**config.mk**
```make
export PLATFORM = sky130hd
export DESIGN_NAME = fp16_signmag_normalizer
export DESIGN_NICKNAME = d
export VERILOG_FILES = /design/src/rtl/fp16_signmag_normalizer.sv
export SDC_FILE = /design/constraint.sdc
export NUM_CORES = 1
export LEC_CHECK = 0
export BUFFER_PORTS_ARGS = -buffer_cell sky130_fd_sc_hd__buf_2
export CORE_AREA = 4 4 82 84
export CTS_BUF_LIST = sky130_fd_sc_hd__clkbuf_4
export DETAILED_ROUTE_END_ITERATION = 12
export DIE_AREA = 0 0 86 88
export PLACE_DENSITY = 0.79
export SLEW_MARGIN = 20
export SYNTH_ARGS = -nofsm -noshare
export SYNTH_HDL_FRONTEND = slang
export SYNTH_SLANG_ARGS = --single-unit
```
**constraint.sdc**
```tcl
create_clock -name clk -period 1.78 [get_ports clk]
set_input_delay 0.089 -clock clk [delete_from_list [all_inputs] [get_ports clk]]
set_output_delay 0.089 -clock clk [all_outputs]
set_load 0.02 [all_outputs]
```
**src/rtl/fp16_signmag_normalizer.sv**
```systemverilog
// Back-end of the FP16 adder: turns the two's-complement mantissa sum into sign plus magnitude,
// then normalizes one bit per cycle while tracking the exponent, and hands off over valid/ready.
module fp16_signmag_normalizer #(
    parameter int N    = 15,
    parameter int EW   = 5,
    parameter int EMAX = 31
) (
    input  logic          clk,
    input  logic          rst_n,
    input  logic          in_valid,
    output logic          in_ready,
    input  logic [N-1:0]  in_sum,
    input  logic [EW-1:0] in_exp,
    output logic          out_valid,
    input  logic          out_ready,
    output logic          out_sign,
    output logic [N-1:0]  out_mag,
    output logic [EW-1:0] out_exp,
    output logic          out_zero,
    output logic          out_ovf,
    output logic [1:0]    dbg_state_o
);

    // Handshakes: a transfer happens on a rising clk edge where valid and ready are both high;
    // valid never depends on ready, and data is held stable while valid waits for ready.

    typedef enum logic [1:0] {
        IDLE = 2'd0,
        CONV = 2'd1,
        NORM = 2'd2,
        DONE = 2'd3
    } state_t;

    state_t state_q, state_d;

    logic [N-1:0]  sum_q, sum_d;
    logic [EW-1:0] cexp_q, cexp_d;
    logic          sign_q, sign_d;
    logic [N-1:0]  mag_q, mag_d;
    logic [EW-1:0] exp_q, exp_d;
    logic          zero_q, zero_d;
    logic          ovf_q, ovf_d;

    logic          accept;
    logic          mag_is_zero;
    logic          need_rshift;
    logic          need_lshift;
    logic [EW-1:0] exp_inc;
    logic          rshift_ovf;

    assign accept      = in_valid && in_ready;
    assign mag_is_zero = (mag_q == '0);
    assign need_rshift = mag_q[N-1] | mag_q[N-2];
    assign need_lshift = !mag_q[N-3] && (exp_q > EW'(1));
    assign exp_inc     = exp_q + EW'(1);
    assign rshift_ovf  = (exp_inc == EW'(EMAX));

    always_ff @(posedge clk) begin
        if (!rst_n) begin
            state_q <= IDLE;
        end else begin
            state_q <= state_d;
        end
    end

    always_comb begin
        state_d = state_q;
        case (state_q)
            IDLE: if (accept) state_d = CONV;
            CONV: state_d = NORM;
            NORM: begin
                if (mag_is_zero)      state_d = DONE;
                else if (need_rshift) state_d = rshift_ovf ? DONE : NORM;
                else if (need_lshift) state_d = NORM;
                else                  state_d = DONE;
            end
            DONE: if (out_valid && out_ready) state_d = IDLE;
            default: state_d = IDLE;
        endcase
    end

    always_comb begin
        in_ready    = rst_n && (state_q == IDLE);
        out_valid   = (state_q == DONE);
        dbg_state_o = state_q;
    end

    // Result registers only move in CONV/NORM, so they stay frozen through DONE and IDLE.
    always_comb begin
        sum_d  = sum_q;
        cexp_d = cexp_q;
        sign_d = sign_q;
        mag_d  = mag_q;
        exp_d  = exp_q;
        zero_d = zero_q;
        ovf_d  = ovf_q;
        case (state_q)
            IDLE: begin
                if (accept) begin
                    sum_d  = in_sum;
                    cexp_d = (in_exp == '0) ? EW'(1) : in_exp;
                end
            end
            CONV: begin
                sign_d = sum_q[N-1];
                mag_d  = sum_q[N-1] ? (~sum_q + N'(1)) : sum_q;
                exp_d  = cexp_q;
                zero_d = 1'b0;
                ovf_d  = 1'b0;
            end
            NORM: begin
                if (mag_is_zero) begin
                    zero_d = 1'b1;
                    sign_d = 1'b0;
                    exp_d  = '0;
                end else if (need_rshift) begin
                    // Bit 1 folds into the sticky bit so no shifted-out information is lost.
                    mag_d = {1'b0, mag_q[N-1:2], mag_q[1] | mag_q[0]};
                    exp_d = exp_inc;
                    if (rshift_ovf) ovf_d = 1'b1;
                end else if (need_lshift) begin
                    mag_d = {mag_q[N-2:0], 1'b0};
                    exp_d = exp_q - EW'(1);
                end else if (!mag_q[N-3]) begin
                    exp_d = '0;
                end
            end
            default: ;
        endcase
    end

    always_ff @(posedge clk) begin
        if (!rst_n) begin
            sum_q  <= '0;
            cexp_q <= '0;
            sign_q <= 1'b0;
            mag_q  <= '0;
            exp_q  <= '0;
            zero_q <= 1'b0;
            ovf_q  <= 1'b0;
        end else begin
            sum_q  <= sum_d;
            cexp_q <= cexp_d;
            sign_q <= sign_d;
            mag_q  <= mag_d;
            exp_q  <= exp_d;
            zero_q <= zero_d;
            ovf_q  <= ovf_d;
        end
    end

    assign out_sign = sign_q;
    assign out_mag  = mag_q;
    assign out_exp  = exp_q;
    assign out_zero = zero_q;
    assign out_ovf  = ovf_q;

endmodule

```
==> flow_metrics.py <==
metrics = {
    "outcome": {
        "outcome": "completed",
    },
    "die": {
        "die_x_um": 86,
        "design.die.area_um2": 7570,
        "io_pins": 51,
        "coreArea_um2": 5920,
        "initial_core_util_pct": 44.9,
        "die_y_um": 88,
        "rows": 28,
    },
    "setup_path": {
        "cp_top_family": "simple AND/OR/NAND/NOR gates",
        "critPathKind": "flip-flop to flip-flop",
        "cp-end-kind": "flip-flop",
        "path_cells": "or4_4 > buf_6 > o41ai_4 > xnor2_1 > o21ai_1 > o22ai_1",
        "crit_path_top_delay_cell": "or4_4",
        "cp.arrival_ps": 2050,
        "worstPathMaxFanout": 5,
        "critPathBufInv": 1,
        "critPathRequiredTime_ps": 2050,
        "cp-start-kind": "flip-flop",
        "max_stage_delay_ps": 540,
    },
    "pwr": {
        "powerDensity_nw_per_um2": 1610,
        "sw_frac_of_total_pct": 45.3,
        "p_sw_mw": 2.72,
        "p_int_mw": 3.28,
        "irDropWorstVdd_v": 0.000731,
        "pwr-share-seq_pct": 26.3,
        "power_frac_comb_pct": 65.6,
        "leakagePower_nw": 1.57,
        "power_frac_clock_pct": 8.1,
    },
    "global_route": {
        "antenna_found_initial": 0,
        "grt_pass1_wl_um": 12700,
        "grt_max_degree": 41,
        "grt_pass1_vias": 2782,
        "grt_use_total_pct": 20.5,
        "grt.overflow.total": 0,
    },
    "drt": {
        "viasPerCell": 5.50,
        "vias": 2990,
        "wl_per_cell_um": 14.1,
        "drtAntennaViolNets": 0,
        "dr.pass1.iters": 6,
        "post-route-drc-count": 0,
        "drt-initial-drc-count": 227,
        "wirelength_um": 7670,
    },
    "cells_and_area": {
        "fillers": 499,
        "area_growth_pct": 40.4,
        "fin_area_um2": 3730,
        "nNetsFinal": 502,
        "drive_gt1_share_pct": 32.2,
        "diodes": 0,
        "final_util_pct": 63.0,
    },
    "sta": {
        "fmax_mhz": 563,
        "slew_viol_final": 0,
        "period_share_pct": 99.8,
        "post-route-min-period_ps": 1780,
        "worstMarginPinSlew_ps": 599,
        "rsz0062_at_grt": "true",
        "setup_viol": 0,
        "skew_ps": 25.9,
        "slew_headroom_pct": 60.0,
        "setup_ws_ps": 3.68,
        "finalHoldViolations": 0,
    },
    "yosys": {
        "syn_area_um2": 2660,
        "synth_top_area_share_pct": 33.9,
        "synth_edf_count": 0,
        "synth_area_leaders": "dfxtp_1 (34%), nand2_1 (12%), o21ai_0 (7.0%)",
        "avgSynthCellArea_um2": 7.48,
        "synth.most_common_cell": "nand2_1",
        "synth_top_cell_by_area": "dfxtp_1",
        "synth.distinct_cells": 51,
        "postSynthRegisterBits": 45,
        "ys.flop_type": "dfxtp_1",
        "async_flop_share_pct": 0,
        "synth_nets": 388,
        "netlist_top_cells_count": "nand2_1 (88), dfxtp_1 (45), o21ai_0 (37)",
        "netlist_instances": 355,
        "ys_seq_area_share_pct": 33.9,
        "synth_warnings": 0,
    },
    "cts": {
        "htreeDepth": 2,
        "cts_sinks": 45,
        "cts_tree": "yes",
        "clkLatencyLatePin_ps": 370,
        "clk_pin_slew_ps": 110,
        "cts_root_buf": "clkbuf_4",
        "cts_buffers": 5,
        "clk_path_buf_depth": 2,
    },
    "worst_hold_path": {
        "min_path_type": "input port to flip-flop",
    },
    "placed_design": {
        "dp_hpwl_um": 5580,
        "gp_congestion": 0.924,
        "io_buffers": 50,
        "dp_worst_setup_slack_ps": -6.32,
        "place_area_um2": 3370,
    },
    "job": {
        "cap_violations": 0,
    },
}
-- tightest hold or removal path, cell delays in order --
cell and delay, ps:
buf_2 80, nor2b_1 40, nor2_1 90, a31oi_1 100
-- cells in the final DEF, fill, tap and decap left out, types with 8 or more instances in the layout --
cell           netlist  routed
buf_2                2      51
nor2b_1              8       8
inv_1               13      10
nand3_1             11      11
nor2_1               9       9
o21ai_1              6       8
xnor2_1             12      12
dfxtp_2              0       8
dfxtp_1             45      36
buf_4                0      57
nand2_1             88      88
dlygate4sd3_1        0      20
a21oi_1             10       8
o21ai_0             37      35
-- per-stage QoR --
step           setup TNS (ps)  hold WS (ps)  cells  power [mW]
2_1_floorplan               0           198    355        3.75
5_1_grt                  -223          75.4    544        6.45
3_5_place_dp            -8.31           288    513        5.22
3_3_place_gp                0           283    513        5.10
4_1_cts                 -14.5          67.9    544        5.84
6_report                    0          77.0    544        6.00
-- metal layers --
metal | track usage, % | vias to the layer above | part of all wire, % | wire, um
met1 | 26.9 | 1392 | 44 | 3350
met2 | 34.8 | 111 | 49 | 3750
met3 | 3.01 | 5 | 6.7 | 512
met4 | 6.19 | 0 | 0.77 | 59
met5 | 0 | - | 0 | 0
li1 | - | 1482 | - | -
-- registers in the layout, summed over array words and instances (netlist names) --
signal and flops:
out_zero 1, out_sign 1, cexp_q 5, out_exp 5, sum_q 15, out_ovf 1
out_mag 15, dbg_state_o 2
-- power groups by stage --
stage | logic, mW | clock network (mW) | registers [mW]
after floorplan | 1.92 | 0 | 1.83
after global placement | 3.55 | 0 | 1.55
after detailed placement | 3.65 | 0 | 1.57
after CTS | 3.79 | 0.497 | 1.55
after global routing | 4.30 | 0.533 | 1.61
final | 3.94 | 0.487 | 1.58
-- final cells by class --
cell class	count	area, um^2	area share, %
Clock buffer	6	45.0	1.21
Timing Repair Buffer	131	926	24.8
Multi-Input combinational cell	273	1700	45.5
Inverter	13	48.8	1.31
Tap cell	75	93.8	2.52
Clock inverter	1	5.00	0.134
Sequential cell	45	915	24.5
-- timing repair --
action,CTS,global route
pin swaps,3,4
gates resized for setup,9,14
hold endpoints to repair,20,0
hold buffers,20,0
setup endpoints to repair,4,16
buffers inserted,3,0
cloned,1,0
-- final timing paths --
kind	cells past startpoint	slack (ps)	from	endpoint
worst max-delay path	6	4	sum_q[2]	out_mag[10]
worst min-delay path	4	80	out_ready	dbg_state_o[0]
worst max register to register	6	4	sum_q[2]	out_mag[10]
worst min register to register	2	450	out_zero	out_zero
-- cell families (layout without fill, tap and decap cells) --
group / Yosys count / after routing / synth area share (%)
mux: 4 / 4 / 1.51
simple gates: 148 / 148 / 26.0
buf+inv: 37 / 151 / 5.61
compound gates: 100 / 100 / 24.8
fa+ha+maj: 9 / 9 / 4.24
flops: 45 / 45 / 33.9
xor+xnor: 12 / 12 / 3.96
Power figures use the tool's default switching activity.
